File: config.mk
export PLATFORM = sky130hd
export DESIGN_NAME = syringe_hit_collector
export DESIGN_NICKNAME = d
export VERILOG_FILES = /design/src/rtl/vga_game_pkg.sv /design/src/rtl/frame_overlap_accumulator.sv /design/src/rtl/syringe_hit_collector.sv
export SDC_FILE = /design/constraint.sdc
export NUM_CORES = 1
export LEC_CHECK = 0
export BUFFER_PORTS_ARGS = -buffer_cell sky130_fd_sc_hd__clkbuf_2
export CORE_UTILIZATION = 50
export DETAILED_ROUTE_END_ITERATION = 16
export PLACE_DENSITY = 0.79
export SKIP_LAST_GASP = 1
export SYNTH_ARGS = -nofsm -noshare
export SYNTH_HDL_FRONTEND = slang
export SYNTH_SLANG_ARGS = --single-unit
File: constraint.sdc
create_clock -name clk -period 3 [get_ports clk]
set_clock_uncertainty 0.2 [all_clocks]
set_input_delay 0.3 -clock clk [delete_from_list [all_inputs] [get_ports clk]]
set_output_delay 0.3 -clock clk [all_outputs]
set_load 0.03 [all_outputs]
File: src/rtl/vga_game_pkg.sv
// Shared types and constants for the VGA game object/collision logic.
package vga_game_pkg;

    // HitEdgeCode bit order: {Left, Top, Right, Bottom}
    typedef logic [3:0] hit_edge_t;

    typedef enum logic [1:0] {
        ARMED    = 2'd0,
        PENDING  = 2'd1,
        COOLDOWN = 2'd2
    } collector_state_t;

    localparam int SCREEN_PIXELS = 640 * 480;

    localparam hit_edge_t EDGE_LEFT   = 4'b1000;
    localparam hit_edge_t EDGE_TOP    = 4'b0100;
    localparam hit_edge_t EDGE_RIGHT  = 4'b0010;
    localparam hit_edge_t EDGE_BOTTOM = 4'b0001;

endpackage

File: src/rtl/frame_overlap_accumulator.sv
// Per-frame player/syringe overlap counter and edge-code OR.
// At startOfFrame the finished frame is presented on snap_* (the pre-update
// accumulator values) and the accumulators restart with that cycle's pixel,
// so the startOfFrame pixel belongs to the new frame.
module frame_overlap_accumulator
    import vga_game_pkg::*;
#(
    parameter int COUNT_W = 19
) (
    input  logic               clk,
    input  logic               reset,
    input  logic               startOfFrame,
    input  logic               ov,
    input  logic [3:0]         syringeEdge,
    output logic [COUNT_W-1:0] snap_cnt,
    output logic [3:0]         snap_edge,
    output logic               snap_strobe
);

    logic [COUNT_W-1:0] acc_cnt;
    hit_edge_t          acc_edge;

    // Accumulate overlap pixels; restart on each frame boundary.
    always_ff @(posedge clk) begin
        if (reset) begin
            acc_cnt  <= '0;
            acc_edge <= '0;
        end else if (startOfFrame) begin
            acc_cnt  <= COUNT_W'(ov);
            acc_edge <= ov ? syringeEdge : '0;
        end else if (ov) begin
            if (acc_cnt != '1)
                acc_cnt <= acc_cnt + COUNT_W'(1);
            acc_edge <= acc_edge | syringeEdge;
        end
    end

    // Snapshot is the value held going into the boundary cycle.
    assign snap_cnt    = acc_cnt;
    assign snap_edge   = acc_edge;
    assign snap_strobe = startOfFrame;

endmodule

File: src/rtl/syringe_hit_collector.sv
// Collects player/syringe overlap per frame and reports at most one hit
// event per frame over a valid/ack handshake, followed by a cooldown of
// COOLDOWN_FRAMES frames. All outputs are registered.
module syringe_hit_collector
    import vga_game_pkg::*;
#(
    parameter int MIN_OVERLAP     = 4,
    parameter int COOLDOWN_FRAMES = 30,
    parameter int COUNT_W         = 19
) (
    input  logic               clk,
    input  logic               reset,
    input  logic               startOfFrame,
    input  logic               playerDR,
    input  logic               syringeDR,
    input  logic [3:0]         syringeEdge,
    output logic               hit_valid,
    output logic [3:0]         hit_edge,
    output logic [COUNT_W-1:0] hit_count,
    input  logic               hit_ack,
    output logic [7:0]         missed_hits,
    output logic               cooldown_active
);

    // +2 keeps the width at least 1 even when COOLDOWN_FRAMES is 0.
    localparam int             CD_W    = $clog2(COOLDOWN_FRAMES + 2);
    localparam logic [CD_W-1:0] CD_LOAD = CD_W'(COOLDOWN_FRAMES);

    collector_state_t   state_q, state_d;
    logic [CD_W-1:0]    cd_q, cd_d;
    logic               valid_d;
    hit_edge_t          edge_d;
    logic [COUNT_W-1:0] count_d;
    logic [7:0]         missed_d;

    logic               ov;
    logic [COUNT_W-1:0] snap_cnt;
    hit_edge_t          snap_edge;
    logic               snap_strobe;
    logic               qualify;

    assign ov = playerDR & syringeDR;

    frame_overlap_accumulator #(
        .COUNT_W (COUNT_W)
    ) u_acc (
        .clk          (clk),
        .reset        (reset),
        .startOfFrame (startOfFrame),
        .ov           (ov),
        .syringeEdge  (syringeEdge),
        .snap_cnt     (snap_cnt),
        .snap_edge    (snap_edge),
        .snap_strobe  (snap_strobe)
    );

    assign qualify = snap_strobe & (snap_cnt >= COUNT_W'(MIN_OVERLAP));

    // Next-state: event capture, handshake, missed counting and cooldown.
    always_comb begin
        state_d  = state_q;
        cd_d     = cd_q;
        valid_d  = hit_valid;
        edge_d   = hit_edge;
        count_d  = hit_count;
        missed_d = missed_hits;
        case (state_q)
            ARMED: begin
                if (qualify) begin
                    state_d = PENDING;
                    valid_d = 1'b1;
                    edge_d  = snap_edge;
                    count_d = snap_cnt;
                end
            end
            PENDING: begin
                // A new qualifying frame never replaces the pending event,
                // even when it coincides with the ack.
                if (qualify && missed_hits != 8'hFF)
                    missed_d = missed_hits + 8'd1;
                if (hit_ack) begin
                    valid_d = 1'b0;
                    if (COOLDOWN_FRAMES == 0) begin
                        state_d = ARMED;
                    end else begin
                        state_d = COOLDOWN;
                        cd_d    = CD_LOAD;
                    end
                end
            end
            COOLDOWN: begin
                // The frame whose boundary ends cooldown is still discarded.
                if (startOfFrame) begin
                    cd_d = cd_q - CD_W'(1);
                    if (cd_q == CD_W'(1))
                        state_d = ARMED;
                end
            end
            default: state_d = ARMED;
        endcase
    end

    // State and output registers.
    always_ff @(posedge clk) begin
        if (reset) begin
            state_q         <= ARMED;
            cd_q            <= '0;
            hit_valid       <= 1'b0;
            hit_edge        <= '0;
            hit_count       <= '0;
            missed_hits     <= '0;
            cooldown_active <= 1'b0;
        end else begin
            state_q         <= state_d;
            cd_q            <= cd_d;
            hit_valid       <= valid_d;
            hit_edge        <= edge_d;
            hit_count       <= count_d;
            missed_hits     <= missed_d;
            cooldown_active <= (state_d == COOLDOWN);
        end
    end

endmodule

==> results of run 1 <==
how the worst max path moves through the flow:
stage	from	to	slack, ns	depth (start not counted)
after CTS	u_acc.snap_cnt[0]$_SDFFE_PP0P_	u_acc.snap_cnt[16]$_SDFFE_PP0P_	0.73	5
after global placement	u_acc.snap_cnt[0]$_SDFFE_PP0P_	u_acc.snap_cnt[14]$_SDFFE_PP0P_	0.84	5
after global routing	u_acc.snap_cnt[0]$_SDFFE_PP0P_	u_acc.snap_cnt[14]$_SDFFE_PP0P_	0.57	5
final	u_acc.snap_cnt[0]$_SDFFE_PP0P_	u_acc.snap_cnt[16]$_SDFFE_PP0P_	0.72	5
after detailed placement	u_acc.snap_cnt[0]$_SDFFE_PP0P_	u_acc.snap_cnt[16]$_SDFFE_PP0P_	0.74	5
after floorplan	u_acc.snap_cnt[0]$_SDFFE_PP0P_	u_acc.snap_cnt[16]$_SDFFE_PP0P_	0.90	6
per-stage QoR:
stage                     setup WS (ns)  util, %  total power, mW
after floorplan                  0.8987        -           0.8997
after global placement           0.8367    56.34           0.9167
after detailed placement         0.7447    56.34           0.9185
after CTS                        0.7314    60.61            1.712
after global routing             0.5702    60.61            1.756
final                            0.7189    60.61            1.700
cell usage after synthesis, types with 9 or more instances:
cell      instances  area (um2)
mux2i_1          30       300.3
nor2b_1           9       56.30
a21oi_1          20       100.1
nand3_1           9       45.04
dfxtp_1          63        1261
clkbuf_1         11       41.29
or3_1            12       75.07
a211oi_1          9       67.56
nand4_1           9       56.30
nand2_1          69       259.0
nor2_1           12       45.04
sequential cells by signal, summed over array words and instances (netlist names), 2 cells and up:
register and flops:
state_q 2, hit_edge 4, cd_q 5, u_acc.snap_cnt 19, missed_hits 8, u_acc.snap_edge 4, hit_count 19
metal layers:
layer / vias to the layer above / wire [um] / global-route usage, %
met5: - / 0 / 0
met4: 0 / 114 / 8.750
met3: 10 / 366 / 5.486
met2: 80 / 3211 / 34.87
met1: 1259 / 3001 / 28.31
li1: 1350 / - / -
worst max-delay path, delay by kind of cell, from the launching register on:
| family | cells | cell delay, ns |
|---|---|---|
| simple gates | 3 | 1.20 |
| flops | 1 | 0.44 |
| fa+ha+maj | 1 | 0.22 |
| compound gates | 1 | 0.15 |
where the power goes:
part	switching (mW)	internal, mW
clock network	0.312	0.483
registers	0.00310	0.840
logic	0.0421	0.0202
what timing repair did:
action                                  in CTS  in global routing
hold endpoints to repair                     4                  0
hold buffers                                 4                  0
endpoints found under the setup margin       0                  0
kinds of logic (layout without fill, tap and decap cells):
family          after synthesis  count (layout)  share of synthesized area, %
buf+inv                      29              76                         4.153
fa+ha+maj                     5               5                         2.056
simple gates                152             152                         25.12
compound gates               61              61                         13.90
xor+xnor                      3               3                        0.8636
flops                        63              63                         41.45
mux                          37              37                         12.46
cells in the final DEF, fill, tap and decap left out, types with 8 or more instances in the layout:
master    instances
clkbuf_8         10
nand3_1           9
mux2i_1          30
nor2_1           12
dfxtp_1          63
or3_1            12
a211oi_1          8
nand4_1           9
a21oi_1          20
nor2b_1           9
nand2_1          69
clkbuf_2         42
layout make-up:
type,count,area (um2),area share [%]
sequential,63,1261,35.36
clock buffer,11,141.4,3.964
multi-input combinational,258,1668,46.76
inverter,8,30.03,0.8418
tap,75,93.84,2.631
timing repair buffer,53,302.8,8.488
clock inverter,4,70.07,1.964
==> metrics.txt, run 1 <==
largest net degree at the start of global routing 37; number of flops mapped to enable cells by yosys 0; Post-synth top flop dfxtp_1; vias in the first global route 2,404; FF-to-FF setup slack 0.72 ns; TritonCTS buffer count 9; Core Area 5886 um2; gr usage total 21.93%; Pre-antenna DRT Iters 5; Row Count 28; port bufs 42; worst slew pin tran 0.7181 ns; critical path peak fanout 7; Antenna Cells 0; Ports 43; Syn Area/Cell 8.694 um2; RSZ-0062 raised after global routing no; crit path cell chain ha_1 > nand3_2 > or4_1 > or4_1 > a21oi_1; setup_tns 0 ns; dpl hpwl 4.410 mm; H-tree depth 3; die width 80.01 um; period utilisation layout 76.04%; Clock Pin Slew Worst Setup and Hold Paths 0.07 ns; Yosys cell types 51; fin. max-slew vios 0; Max Freq 438.4 MHz; Synthesized Nets 365; initial antenna violation count 0; normalized max-slew margin 51.87%; max-cap check violation count 0; Power Dens Cells 476.6 nW/um2; CTS max path bufs 2; hold depth 3; CTS root buf clkbuf_8; first-pass GRT wire length 10.97 mm; most frequent CP cell or4_1; leakage power 1.276 nW; worst hold endpoint state_q[0]$_SDFF_PP0_; CTS tree yes; hold slack final 0.07645 ns; post-route ant nets 0; worst r2r path cells 5; status completed; Hold Vio Cnt, Final 0; CP max-delay cell or4_1; layout cells sized above 1 19.90%; Syn Inst Count 350; Final Critical Period 2.281 ns; worst r2r src u_acc.snap_cnt[0]$_SDFFE_PP0P_; Vias/cell 5.718; post_cts resized 0; Synth Register Bits 63; fill count 521; Congestion Overflow GR 0; Crit path largest cell delay 0.64 ns; asr flop ratio synth 0%; min-delay worst type input port to flip-flop; fin nets 408; die span in y 80.01 um; placed cell count 453; Cell Area, Synth 3043 um2; post-synthesis sequential area ratio 41.45%; maximum VDD drop 267.1 uV; Setup crit end kind flip-flop; startpoint class of the critical path flip-flop; Req. time, crit path 3.07 ns; WL final 6.694 mm; Area Overhead vs Synth 17.23%; worst r2r dst u_acc.snap_cnt[16]$_SDFFE_PP0P_; Synth Warn # 0; Worst EP arrival 2.35 ns; Starting Density 51.70%; final instance area 3567 um2; Placer Congestion 0.8776; Remaining DRCs 0; non-filler cells, final 472; clock net sink count 63; min-delay src hit_ack; Final Setup Violations 0; Clock Latency Late Sink 0.34 ns; Die ar. 6402 um2; dpl cell area 3316 um2; number of setup buffers added after CTS 0; critical path class flip-flop to flip-flop; Iteration-0 DRC Markers 155; DR vias 2,699; Avg WL per Cell 14.18 um
No activity file was read; power rests on OpenSTA's default activity.
==> run 2: changes to the inputs <==
clock period = 2.1 ns   (was 3 ns; I/O delays follow)
==> metrics.txt, run 2 (same netlist as run 1, synthesis figures left out) <==
dpl cell area 3465 um2; Setup crit end kind flip-flop; Worst EP arrival 2.09 ns; normalized max-slew margin 49.87%; Congestion Overflow GR 0; Setup WS pre-CTS 0.04432 ns; buffers plus inverters on the worst setup path 2; port bufs 42; clock net sink count 63; Ports 43; crit path cell chain nor4_1 > and4_2 > buf_4 > a211oi_4 > buf_12 > mux2i_1; worst slew pin tran 0.7478 ns; CTS tree yes; setup ws final 0.08857 ns; Remaining DRCs 0; Req. time, crit path 2.18 ns; Hold Vio Cnt, Final 0; Die ar. 6402 um2; Clock Latency Late Sink 0.35 ns; startpoint class of the critical path flip-flop; vias in the first global route 2,571; final instance area 3761 um2; Pre-antenna DRT Iters 4; most frequent cells in the layout nand2_1, dfxtp_1, clkbuf_2; critical path class flip-flop to flip-flop; Final Critical Period 2.011 ns; Final Setup Violations 0; GRT met1 Usage 31.22%; leakage power 1.371 nW; fin nets 427; Global Route met2 Usage 36.15%; min-delay worst type input port to flip-flop; Avg WL per Cell 14.26 um; fin. max-slew vios 0; max-cap check violation count 0; initial antenna violation count 0; WL final 7.014 mm; CP max-delay cell dfxtp_1; dpl hpwl 4.720 mm; Power Dens Cells 660.2 nW/um2; Antenna Cells 0; setup_tns 0 ns; DR vias 2,789; period utilisation layout 95.78%; Top delay family on crit path flip-flops; status completed; critical path peak fanout 19; Iteration-0 DRC Markers 179; Row Count 28; Core Util, Final 63.90%; gr busiest metal met2; largest net degree at the start of global routing 39; CTS root buf clkbuf_8; Crit path largest cell delay 0.46 ns; Placer Congestion 0.9458; die width 80.01 um; Vias/cell 5.669; Clock Pin Slew Worst Setup and Hold Paths 0.08 ns; maximum VDD drop 567.9 uV; CTS max path bufs 2; TritonCTS buffer count 9; post-route ant nets 0; first-pass GRT wire length 11.69 mm; layout cells sized above 1 25.90%; commonest non-fill, non-tap cell in the layout nand2_1; die span in y 80.01 um; fill count 504; gr usage total 23.44%; Core Area 5886 um2; H-tree depth 3; Area Overhead vs Synth 23.60%; Starting Density 51.70%; Max Freq 497.2 MHz; M3 GR Usage 4.686%
## run 2: routing by layer
metal  routed length, um  part of all wire [%]
met2                3206                    46
met5                   0                     0
met4                 148                   2.1
met1                3265                    47
met3                 394                   5.6
## run 2: worst paths after layout
check | cells past startpoint | startpoint | slack (ns) | endpoint
worst max-delay path | 6 | u_acc.snap_cnt[12]$_SDFFE_PP0P_ | 0.09 | hit_edge[0]$_SDFFE_PP0P_
worst min-delay path | 3 | reset | 0.009 | u_acc.snap_cnt[15]$_SDFFE_PP0P_
worst max register to register | 6 | u_acc.snap_cnt[12]$_SDFFE_PP0P_ | 0.09 | hit_edge[0]$_SDFFE_PP0P_
worst min register to register | 2 | hit_edge[3]$_SDFFE_PP0P_ | 0.26 | hit_edge[3]$_SDFFE_PP0P_
## run 2: power breakdown
group | internal [mW] | switching [mW]
registers | 1.20 | 0.00247
clock network | 0.676 | 0.504
logic | 0.0371 | 0.0644
total | 1.91 | 0.571
## run 2: per-stage QoR
step,power [mW],instances,hold WS (ns)
global route,2.564,492,0.02718
detailed placement,1.321,471,0.2232
floorplan,1.286,350,0.1357
global placement,1.319,471,0.2227
CTS,2.494,492,0.009993
finish,2.483,492,0.009300
## run 2: area by class of cell
cell class                      instances  area, um2  share of cell area, %
Multi-Input combinational cell        258       1688                  44.88
Sequential cell                        63       1267                  33.70
Timing Repair Buffer                   72      460.4                  12.24
Clock buffer                           10      127.6                  3.393
Clock inverter                          6      93.84                  2.495
Tap cell                               75      93.84                  2.495
Inverter                                8      30.03                 0.7984
## run 2: repair_timing
item,CTS,global route
hold endpoints to repair,5,0
gates resized for setup,0,11
hold buffers,5,0
setup buffers,0,0
endpoints found under the setup margin,0,16
## run 2: worst min-delay path, cell delays in order
cell	delay (ns)
clkbuf_2	0.13
or3_1	0.11
mux2i_1	0.05
==> run 3: changes to the inputs <==
BUFFER_PORTS_ARGS = default   (was -buffer_cell sky130_fd_sc_hd__clkbuf_2)
CORE_ASPECT_RATIO = 0.7   (was default)
DONT_BUFFER_PORTS = 1   (was default)
PLACE_DENSITY = 0.73   (was 0.79)
==> metrics.txt, run 3 (same netlist as run 1, synthesis figures left out) <==
status completed; Die ar. 6407 um2; Final Setup Violations 0; layout cells sized above 1 18.39%; number of setup buffers added after CTS 0; final instance area 3606 um2; CTS tree yes; Starting Density 52.61%; Remaining DRCs 0; port bufs 0; Hold Vio Cnt, Final 0; period utilisation layout 98.15%; Row Count 23; TritonCTS buffer count 9; Placer Congestion 0.8877; startpoint class of the critical path flip-flop; WL final 7.357 mm; CTS root buf clkbuf_8; placed cell count 439; initial antenna violation count 0; Power Dens Cells 613.0 nW/um2; Iteration-0 DRC Markers 247; Area Overhead vs Synth 18.50%; fin nets 398; Comb power frac 4.4%; CTS max path bufs 2; Antenna Cells 0; clock net sink count 63; Setup crit end kind flip-flop; dpl cell area 3329 um2; Final Critical Period 2.061 ns; Max Freq 485.2 MHz; switching power 497.1 uW; RSZ-0062 raised after global routing yes; largest net degree at the start of global routing 38; die width 95.24 um; Pre-antenna DRT Iters 5; gr usage total 24.41%; Core Area 5784 um2; min-delay worst type input port to flip-flop; critical path peak fanout 6; post-route ant nets 0; vias in the first global route 2,431; worst slew pin tran 0.7932 ns; leakage power 1.234 nW; Ports 43; Congestion Overflow GR 0; Vias/cell 5.939; internal power 1.713 mW; non-filler cells, final 461; commonest non-fill, non-tap cell in the layout nand2_1; Clock Latency Late Sink 0.34 ns; Switching Share 22.49%; H-tree depth 3; Avg WL per Cell 15.96 um; maximum VDD drop 384.0 uV; Req. time, crit path 2.17 ns; dpl hpwl 4.986 mm; Clock Pin Slew Worst Setup and Hold Paths 0.06 ns; Worst EP arrival 2.13 ns; die span in y 67.27 um; most frequent cells in the layout nand2_1, dfxtp_1, buf_4; register share of total power 54.4%; max-cap check violation count 0; power share of the clock group 41.3%; DR vias 2,738; normalized max-slew margin 46.83%; critical path class flip-flop to flip-flop; first-pass GRT wire length 11.76 mm; fin. max-slew vios 0
==> run 3: changes by cell type in the layout (fill, tap and decap cells not counted), sizes merged <==
cell / previous run / this run
buf: 25 / 36
dlygate4sd3: 5 / 7
inv: 9 / 8
clkinvlp: 1 / 0
clkbuf: 52 / 13
clkinv: 2 / 1
bufinv: 2 / 0
==> run 3: worst max-delay path: stages (launching register included) <==
cell,delay [ns]
dfxtp_1,0.34
ha_1,0.19
nand3_2,0.12
or4_4,0.57
or4_1,0.41
a21oi_1,0.16
==> run 3: area by class of cell <==
class / count / area [um2]
fill: 511 / 2178
multi-input combinational: 258 / 1688
sequential: 63 / 1265
timing repair buffer: 43 / 365.4
clock buffer: 13 / 158.9
tap: 75 / 93.84
inverter: 8 / 30.03
clock inverter: 1 / 5.005
==> run 3: power groups by stage <==
stage	clock, mW	combinational, mW	sequential (mW)
floorplan	0	0.0558	1.23
global placement	0	0.0646	1.23
detailed placement	0	0.0657	1.23
CTS	0.936	0.0947	1.20
global route	0.993	0.106	1.20
finish	0.912	0.0962	1.20
==> run 3: path summary, 6_finish.rpt <==
| path | slack (ns) | startpoint | cells past startpoint | end |
|---|---|---|---|---|
| setup / recovery | 0.04 | u_acc.snap_cnt[1]$_SDFFE_PP0P_ | 5 | u_acc.snap_cnt[16]$_SDFFE_PP0P_ |
| hold / removal | 0.01 | startOfFrame | 4 | u_acc.snap_cnt[4]$_SDFFE_PP0P_ |
| setup reg to reg | 0.04 | u_acc.snap_cnt[1]$_SDFFE_PP0P_ | 5 | u_acc.snap_cnt[16]$_SDFFE_PP0P_ |
| hold reg to reg | 0.27 | u_acc.snap_edge[0]$_SDFFE_PP0P_ | 2 | hit_edge[0]$_SDFFE_PP0P_ |
==> run 3: timing repair <==
action	4_1_cts	5_1_grt
endpoints found under the setup margin	1	15
endpoints found under the hold margin	44	0
hold buffers	8	0
resized for setup	1	8
==> run 3: per-layer routing <==
layer	up-vias	global-route usage, %	routed length [um]
met4	0	7.955	140
met5	-	0	0
met3	15	9.797	596
li1	1332	-	-
met1	1286	33.40	3453
met2	105	34.73	3166
==> run 3: stage by stage <==
stage / setup slack, ns / util, % / hold WS (ns) / setup TNS [ns] / power, mW
after global placement: 0.006434 / 57.56 / 0.08056 / 0 / 1.293
after CTS: 0.02609 / 61.97 / 0.0009555 / 0 / 2.233
final: 0.03895 / 62.34 / 0.01150 / 0 / 2.210
after global routing: -0.04479 / 62.34 / 0.008475 / -0.04620 / 2.300
after detailed placement: 0.02105 / 57.56 / 0.08050 / 0 / 1.295
after floorplan: 0.02042 / - / 0.1357 / 0 / 1.286
